<file path="config.mk">
export PLATFORM = sky130hd
export DESIGN_NAME = cpu_run_ctrl
export DESIGN_NICKNAME = d
export VERILOG_FILES = /design/src/rtl/cpu_run_ctrl.sv
export SDC_FILE = /design/constraint.sdc
export NUM_CORES = 1
export LEC_CHECK = 0
export ABC_AREA = 1
export CAP_MARGIN = 25
export CORE_MARGIN = 2
export CORE_UTILIZATION = 55
export DETAILED_ROUTE_END_ITERATION = 16
export GPL_TIMING_DRIVEN = 0
export PLACE_DENSITY_LB_ADDON = 0.3
export SETUP_SLACK_MARGIN = 0.15
export SLEW_MARGIN = 20
export SYNTH_ARGS = -nofsm -noshare
export SYNTH_HDL_FRONTEND = slang
export SYNTH_SLANG_ARGS = --single-unit
export TNS_END_PERCENT = 100
</file>
<file path="constraint.sdc">
create_clock -name clk -period 2.86 [get_ports clk]
set_input_delay 0.429 -clock clk [delete_from_list [all_inputs] [get_ports clk]]
set_output_delay 0.429 -clock clk [all_outputs]
set_load 0.05 [all_outputs]
</file>
<file path="src/rtl/cpu_run_ctrl.sv">
// CPU run controller: turns debounced run/step keys and PC breakpoints into a
// one-cycle CPU clock enable, and keeps a saturating count of enables issued.
module cpu_run_ctrl #(
    parameter int DIV      = 6_000_000,
    parameter int DEBOUNCE = 500_000,
    parameter int PC_WIDTH = 16,
    parameter int NUM_BP   = 2,
    parameter int CNT_W    = 16
) (
    input  logic                       clk,
    input  logic                       reset,
    input  logic                       run_key_n,
    input  logic                       step_key_n,
    input  logic [PC_WIDTH-1:0]        pc_count,
    input  logic [NUM_BP-1:0]          bp_en,
    input  logic [NUM_BP*PC_WIDTH-1:0] bp_addr,
    output logic                       cpu_en,
    output logic [1:0]                 run_state,
    output logic [NUM_BP-1:0]          bp_hit,
    output logic [CNT_W-1:0]           instr_count
);
    localparam int DIV_W = $clog2(DIV);
    localparam int DB_W  = (DEBOUNCE > 1) ? $clog2(DEBOUNCE) : 1;
    localparam logic [DIV_W-1:0] DIV_LAST = DIV_W'(DIV - 1);
    localparam logic [DB_W-1:0]  DB_LAST  = DB_W'(DEBOUNCE - 1);
    localparam logic [CNT_W-1:0] CNT_MAX  = {CNT_W{1'b1}};
    localparam int KEY_RUN  = 0;
    localparam int KEY_STEP = 1;

    typedef enum logic [1:0] {
        ST_HALT  = 2'd0,
        ST_RUN   = 2'd1,
        ST_STEP  = 2'd2,
        ST_BREAK = 2'd3
    } state_t;

    function automatic logic [NUM_BP-1:0] bp_match(
        input logic [PC_WIDTH-1:0]        pc,
        input logic [NUM_BP-1:0]          en,
        input logic [NUM_BP*PC_WIDTH-1:0] addr
    );
        logic [NUM_BP-1:0] m;
        m = {NUM_BP{1'b0}};
        for (int i = 0; i < NUM_BP; i++) begin
            m[i] = en[i] & (pc == addr[i*PC_WIDTH +: PC_WIDTH]);
        end
        return m;
    endfunction

    logic [1:0]        key_raw_s;
    logic [1:0]        sync1_r;
    logic [1:0]        sync2_r;
    logic [1:0]        deb_r;
    logic [1:0]        deb_d_r;
    logic [DB_W-1:0]   db_cnt_r [2];
    logic [1:0]        press_s;

    state_t            state_r;
    logic [DIV_W-1:0]  div_r;
    logic              skip_r;
    logic              cpu_en_r;
    logic [NUM_BP-1:0] bp_hit_r;
    logic [CNT_W-1:0]  count_r;
    logic              tick_s;
    logic [NUM_BP-1:0] match_s;

    assign key_raw_s = {step_key_n, run_key_n};
    // Press fires the cycle after the debounced level falls; release is silent.
    assign press_s   = deb_d_r & ~deb_r;
    assign tick_s    = (div_r == DIV_LAST);
    assign match_s   = bp_match(pc_count, bp_en, bp_addr);

    // Synchronise both keys and accept a level only after DEBOUNCE differing cycles
    always_ff @(posedge clk or negedge reset) begin
        if (!reset) begin
            sync1_r <= 2'b11;
            sync2_r <= 2'b11;
            deb_r   <= 2'b11;
            deb_d_r <= 2'b11;
            for (int k = 0; k < 2; k++) begin
                db_cnt_r[k] <= {DB_W{1'b0}};
            end
        end else begin
            sync1_r <= key_raw_s;
            sync2_r <= sync1_r;
            deb_d_r <= deb_r;
            for (int k = 0; k < 2; k++) begin
                if (sync2_r[k] == deb_r[k]) begin
                    db_cnt_r[k] <= {DB_W{1'b0}};
                end else if (db_cnt_r[k] == DB_LAST) begin
                    deb_r[k]    <= sync2_r[k];
                    db_cnt_r[k] <= {DB_W{1'b0}};
                end else begin
                    db_cnt_r[k] <= db_cnt_r[k] + DB_W'(1);
                end
            end
        end
    end

    // Run-mode FSM with divider, breakpoint capture and registered enable
    always_ff @(posedge clk or negedge reset) begin
        if (!reset) begin
            state_r  <= ST_HALT;
            div_r    <= {DIV_W{1'b0}};
            skip_r   <= 1'b0;
            cpu_en_r <= 1'b0;
            bp_hit_r <= {NUM_BP{1'b0}};
        end else begin
            cpu_en_r <= 1'b0;
            case (state_r)
                ST_HALT: begin
                    div_r <= {DIV_W{1'b0}};
                    if (press_s[KEY_RUN]) begin
                        state_r <= ST_RUN;
                    end else if (press_s[KEY_STEP]) begin
                        state_r  <= ST_STEP;
                        cpu_en_r <= 1'b1;
                    end else begin
                        state_r <= ST_HALT;
                    end
                end
                ST_STEP: begin
                    div_r   <= {DIV_W{1'b0}};
                    state_r <= ST_HALT;
                end
                ST_RUN: begin
                    if (press_s[KEY_RUN]) begin
                        state_r <= ST_HALT;
                        div_r   <= {DIV_W{1'b0}};
                    end else if (tick_s) begin
                        div_r <= {DIV_W{1'b0}};
                        // A resumed breakpoint is skipped once so the CPU can move past it.
                        if ((|match_s) && !skip_r) begin
                            state_r  <= ST_BREAK;
                            bp_hit_r <= match_s;
                        end else begin
                            cpu_en_r <= 1'b1;
                            skip_r   <= 1'b0;
                        end
                    end else begin
                        div_r <= div_r + DIV_W'(1);
                    end
                end
                ST_BREAK: begin
                    div_r <= {DIV_W{1'b0}};
                    if (press_s[KEY_RUN]) begin
                        state_r  <= ST_RUN;
                        skip_r   <= 1'b1;
                        bp_hit_r <= {NUM_BP{1'b0}};
                    end else if (press_s[KEY_STEP]) begin
                        state_r  <= ST_STEP;
                        cpu_en_r <= 1'b1;
                        bp_hit_r <= {NUM_BP{1'b0}};
                    end else begin
                        state_r <= ST_BREAK;
                    end
                end
                default: begin
                    state_r  <= ST_HALT;
                    div_r    <= {DIV_W{1'b0}};
                    bp_hit_r <= {NUM_BP{1'b0}};
                end
            endcase
        end
    end

    // Saturating count of enables issued
    always_ff @(posedge clk or negedge reset) begin
        if (!reset) begin
            count_r <= {CNT_W{1'b0}};
        end else if (cpu_en_r && (count_r != CNT_MAX)) begin
            count_r <= count_r + CNT_W'(1);
        end else begin
            count_r <= count_r;
        end
    end

    assign cpu_en      = cpu_en_r;
    assign run_state   = state_r;
    assign bp_hit      = bp_hit_r;
    assign instr_count = count_r;

endmodule

</file>
==> results.toml, run 1 <==
[die]
die_area_um2 = 11130
core_area_um2 = 10180
row_count = 37
fp.dieH_um = 105.5
pin_count = 75
die_w_um = 105.5
start_util_pct = 55.65

[sta]
final-hold-violation-count = 0
period_needed_ns = 2.115
maxSlewViolCount = 0
setup_viol = 0
relSlewSlack_pct = 65.09
period_share_pct = 73.94
rsz0062_at_grt = "false"
timing.fmax_mhz = 472.9
fin_skew_ns = 0.009994
worst_pin_slew_ns = 0.5220

[cells_and_area]
layout-drive-gt1-share_pct = 8.611
fin_cells = 1007
antenna_cells = 0
area_delta_synth_final_pct = 19.76
nets = 929

[synthesis]
syn_area_um2 = 5668
ys_ff_latch = 91
synthCells = 780
ys_types = 38
ys_seq_area_share_pct = 40.35
synth.area.top_cells = "dfrtp_1 37%, nand2_1 14%, inv_1 7.4%, nor2_1 7.3%, xor2_1 4.5%"
synthesis.nets = 843
syn_area_per_cell_um2 = 7.267
yosysWarnings = 0
yosysTopAreaCellShare_pct = 36.64
async_reset_ff_share_pct = 100.0
synth_top_cells_by_count = "214 x nand2_1, 112 x inv_1, 110 x nor2_1, 83 x dfrtp_1, 43 x nand3_1"
synth-main-ff-cell = "dfrtp_1"
yosysMostFrequentCell = "nand2_1"
synth-edff-count = 0
synth_area_leader_cell = "dfrtp_1"

[global_routing]
grt_pass1_wl_um = 21580
track_usage_pct = 23.67
gr-total-overflow = 0
antenna_found_initial = 0
grt_pass1_vias = 5086
grt_max_degree = 54

[drt]
dr.first_iter.drc_count = 330
drc_errors = 0
met3RoutedLength_um = 592
totalWireLength_um = 12420
top_layer = "met4"
wl_met1_um = 5268
vias = 5258
wl_per_cell_um = 12.33
viasPerCell = 5.221
ant_nets = 0
wl_met2_um = 6335
dr.pass1.iters = 5

[critical_path]
worstSetupStartpointType = "flop"
reg2reg_from = "div_r[0]"
crit_chain = "clkdlybuf4s50_1"
required_ns = 2.43
critPathBufInv = 1
rr_endpoint = "div_r[12]"
crit_path_top_delay_cell = "clkdlybuf4s50_1"
cp.depth = 1
crit_end = "run_state[0]"
cp.arrival_ns = 1.69
reg2reg_slack_ns = 1.01
slowest_delay_ns = 0.86
critical-path-top-delay-family = "buffers and inverters"
worst-path-max-fanout = 6
r2r_cells = 9
criticalPathCategory = "flop to output pin"
crit_start = "run_state[0]"
end_kind = "output pin"

[clock_tree]
cts_resized = 0
clock_latency_ns = 0.37
cts-root-buf = "clkbuf_8"
cts_inserted_buffers = 9
tritoncts = "built"
cts_htree_levels = 3
cts_setup_buffers = 0
clockBufferDepth = 2
cts_hold_buffers = 0
clk_pin_slew_ns = 0.08
clock-sinks = 91

[worst_hold_path]
hp-class = "input port to asynchronous set/reset pin"

[power_and_ir_drop]
p_leak_uw = 0.003110
totalPowerFinal_uw = 2362
ir_drop_uv = 278.9
p_per_area_nw_per_um2 = 348.0

[run]
maxCapViolCount = 0

[place]
dp_hpwl_um = 9803
place_inst = 991
place_congestion = 0.9068
port_buffers = 74

[outcome]
status = "completed"
==> kinds of logic (layout without fill, tap and decap cells) <==
kind of cell	after synthesis	count (layout)	share of synthesized area (%)
simple gates	462	462	37.64
buf+inv	124	215	8.256
flops	91	91	40.35
compound gates	52	52	5.143
xor+xnor	39	39	6.026
fa+ha+maj	9	9	1.987
mux	3	3	0.5960
==> worst min-delay path by stage <==
stage | to | start
after global placement | sync2_r[0] | sync1_r[0]
after floorplan | bp_hit[0] | reset
after detailed placement | sync2_r[0] | sync1_r[0]
after CTS | div_r[12] | reset
final | div_r[12] | reset
after global routing | db_cnt_r[5] | reset
==> final cells by class <==
cell class / count / area [um2]
fill: 883 / 3397
multi-input combinational: 565 / 2913
sequential: 91 / 2287
timing repair buffer: 75 / 765.7
inverter: 122 / 457.9
clock buffer: 15 / 176.4
tap: 136 / 170.2
buffer: 2 / 10.01
clock inverter: 1 / 7.507
==> metrics by stage <==
step / setup slack, ns / utilization, % / hold WS (ns) / area [um2] / TNS, ns
5_1_grt: 0.6743 / 66.65 / 0.05606 / 6788 / 0
6_report: 0.7453 / 66.65 / 0.03136 / 6788 / 0
4_1_cts: 0.7278 / 66.65 / 0.04221 / 6788 / 0
3_5_place_dp: 0.7428 / 64.84 / 0.3507 / 6604 / 0
3_3_place_gp: -1.823 / 64.59 / 0.3466 / 6579 / -156.86
2_1_floorplan: 0.9050 / - / 0.1334 / 5668 / 0
==> layout by cell type, fill, tap and decap left out, types with 4 or more instances in the layout <==
| cell type | netlist | layout |
|---|---|---|
| nand2_2 | 4 | 4 |
| nor3_2 | 4 | 4 |
| dfrtp_1 | 83 | 83 |
| xnor2_1 | 10 | 10 |
| nor2_2 | 7 | 7 |
| nor2_4 | 8 | 8 |
| dfstp_2 | 8 | 8 |
| ha_1 | 9 | 9 |
| nand3_1 | 43 | 43 |
| o21ai_0 | 14 | 14 |
| nor4_1 | 11 | 11 |
| clkbuf_8 | 0 | 12 |
| xor2_1 | 29 | 29 |
| clkdlybuf4s50_1 | 0 | 73 |
| nand4_1 | 18 | 18 |
| inv_1 | 112 | 112 |
| nand2_1 | 214 | 214 |
| inv_2 | 9 | 9 |
| nor3_1 | 24 | 24 |
| nor2_1 | 110 | 110 |
| a21oi_1 | 26 | 26 |
| nand3_2 | 7 | 7 |
==> power by group <==
part	total, uW	leakage, uW	internal (uW)	switching [uW]
clock	816	0.0000900	389	427
combinational	242	0.00179	112	130
sequential	1300	0.00123	1300	6.97
==> routing by layer <==
metal	up-vias	GRT usage, %
met2	137	41.57
met5	-	0
li1	2641	-
met3	29	5.875
met1	2451	27.96
met4	0	8.835
==> sequential cells by signal, summed over array words and instances (netlist names) <==
signal and flops:
div_r 23, sync2_r 2, cpu_en 1, deb_r 2
sync1_r 2, instr_count 16, db_cnt_r 38, deb_d_r 2
bp_hit 2, run_state 2, skip_r 1
(Power assumes the default switching activity.)
==> inputs of run 2 (changes only) <==
--- a/config.mk
+++ b/config.mk
@@ -8,7 +8,7 @@
 export ABC_AREA = 1
 export CAP_MARGIN = 25
 export CORE_MARGIN = 2
-export CORE_UTILIZATION = 55
+export CORE_UTILIZATION = 51
 export DETAILED_ROUTE_END_ITERATION = 16
 export GPL_TIMING_DRIVEN = 0
 export PLACE_DENSITY_LB_ADDON = 0.3
==> constraint.sdc (replaced) <==
create_clock -name clk -period 1.7 [get_ports clk]
set_input_delay 0.255 -clock clk [delete_from_list [all_inputs] [get_ports clk]]
set_output_delay 0.255 -clock clk [all_outputs]
set_load 0.05 [all_outputs]
==> results.toml, run 2 (same netlist as run 1, synthesis figures left out) <==
[outcome]
status = "finished, violations left"
violations = "setup timing"

[cells_and_area]
area_delta_synth_final_pct = 40.66
nFillCells = 751
fin_cells = 1069
mostFrequentLayoutCell = "nand2_1"
antenna_cells = 0
layout-drive-gt1-share_pct = 29.49
final_cell_mix = "198 x nand2_1, 103 x inv_1, 88 x nor2_1"
largest_register = "db_cnt_r"
largest_reg_flops = 38
nets = 987

[die]
die_area_um2 = 11970
row_count = 38
core_area_um2 = 10840
die_w_um = 109.4
fp.dieH_um = 109.4
start_util_pct = 52.29
pin_count = 75

[clock_tree]
clk_pin_slew_ns = 0.09
tritoncts = "built"
clock_latency_ns = 0.38
clock-sinks = 91
cts_inserted_buffers = 9
cts-root-buf = "clkbuf_8"
clockBufferDepth = 2
cts_htree_levels = 3

[sta]
maxSlewViolCount = 0
fin_skew_ns = 0.01695
final-hold-violation-count = 0
whs_ns = 0.2759
fin_setup_tns_ns = -0.2235
period_needed_ns = 1.763
worst_pin_slew_ns = 0.6158
timing.fmax_mhz = 567.1
rsz0062_at_grt = "true"
relSlewSlack_pct = 58.95
setup_viol = 8
period_share_pct = 103.7
setup_ws_ns = -0.06350

[critical_path]
critPathBufInv = 3
path_common_cell = "buf_6"
cp.arrival_ns = 2.06
crit_path_top_delay_cell = "dfrtp_1"
criticalPathCategory = "flop to flop"
crit_chain = "ha_2 -> nand3_4 -> nor2_4 -> buf_6 -> buf_6 -> nand4_1 -> buf_4 -> mux2_4"
worstSetupStartpointType = "flop"
required_ns = 2.00
worst-path-max-fanout = 3
critical-path-top-delay-family = "flip-flops"
slowest_delay_ns = 0.40
reg2reg_slack_ns = -0.06
end_kind = "flop"

[place]
port_buffers = 74
dp_hpwl_um = 10000
place_congestion = 0.9404
place_inst = 995
pre_cts_slack_ns = -0.2649

[run]
maxCapViolCount = 0

[worst_hold_path]
hp-class = "input port to flop"

[drt]
viasPerCell = 5.355
drc_errors = 0
vias = 5725
dr.pass1.iters = 6
dr.first_iter.drc_count = 415
wl_per_cell_um = 14.98
totalWireLength_um = 16010
ant_nets = 0

[global_routing]
gr-total-overflow = 0
antenna_found_initial = 0
grt_pass1_vias = 5599
grt_max_degree = 48
grt_pass1_wl_um = 24360
track_usage_pct = 25.40

[power_and_ir_drop]
totalPowerFinal_uw = 4167
p_per_area_nw_per_um2 = 522.7
ir_drop_uv = 403.6
p_leak_uw = 0.003681
==> run 2: changes by cell type in the layout (fill, tap and decap cells not counted), sizes merged <==
cell           delta
inv               +1
bufinv            +1
clkbuf            -1
dlygate4sd3       +1
clkinvlp          +1
clkdlybuf4s50    -21
buf              +58
clkinv            +2
clkdlybuf4s15    +16
==> run 2: timing repair <==
| item | 4_1_cts | 5_1_grt |
|---|---|---|
| hold buffers | 1 | 0 |
| endpoints found under the hold margin | 46 | 0 |
| gates cloned | 1 | 0 |
| resized for setup | 144 | 91 |
| pin swaps | 31 | 43 |
| endpoints found under the setup margin | 73 | 76 |
| setup buffers | 34 | 22 |
==> run 2: area by class of cell <==
type                       count  area [um2]  share of cell area [%]
clock buffer                  10       127.6                   1.601
timing repair buffer         133        1232                   15.46
inverter                     122       473.0                   5.932
tap                          140       175.2                   2.197
sequential                    91        2313                   29.02
multi-input combinational    565        3557                   44.62
clock inverter                 6       63.81                  0.8004
buffer                         2       30.03                  0.3766
==> run 2: worst paths after layout <==
path / start / to / cells past startpoint
max in group asynchronous: reset / sync1_r[0] / 3
worst min-delay path: step_key_n / sync1_r[1] / 1
worst max-delay path: db_cnt_r[19] / deb_r[0] / 8
min in group asynchronous: reset / div_r[22] / 2
worst min register to register: sync1_r[0] / sync2_r[0] / 0
worst max register to register: db_cnt_r[19] / deb_r[0] / 8
==> run 2: report_power, final <==
part | total [uW] | switching (uW) | internal (uW)
Clock | 1510 | 824 | 681
Sequential | 2200 | 17.2 | 2180
Combinational | 462 | 239 | 222
Total | 4170 | 1080 | 3090
==> run 2: stage by stage <==
stage	utilization, %	instance area, um2
6_report	73.55	7973
5_1_grt	73.55	7973
4_1_cts	69.09	7490
3_5_place_dp	61.54	6671
3_3_place_gp	61.38	6654
2_1_floorplan	-	5738
==> run 2: routing by layer <==
| metal | GRT usage [%] | vias up | share of wire [%] |
|---|---|---|---|
| met4 | 9.222 | 0 | 3.3 |
| met2 | 44.84 | 206 | 51 |
| met3 | 3.734 | 47 | 5.2 |
| li1 | - | 2761 | - |
| met1 | 31.49 | 2711 | 40 |
| met5 | 0 | - | 0 |
==> inputs of run 3 (changes only) <==
--- a/config.mk
+++ b/config.mk
@@ -6,7 +6,7 @@
 export NUM_CORES = 1
 export LEC_CHECK = 0
 export ABC_AREA = 1
-export CAP_MARGIN = 25
+export CAP_MARGIN = 10
 export CORE_MARGIN = 2
 export CORE_UTILIZATION = 51
 export DETAILED_ROUTE_END_ITERATION = 16
==> results of run 3 <==
Final layout, timing and power as in run 2 (identical DEF).
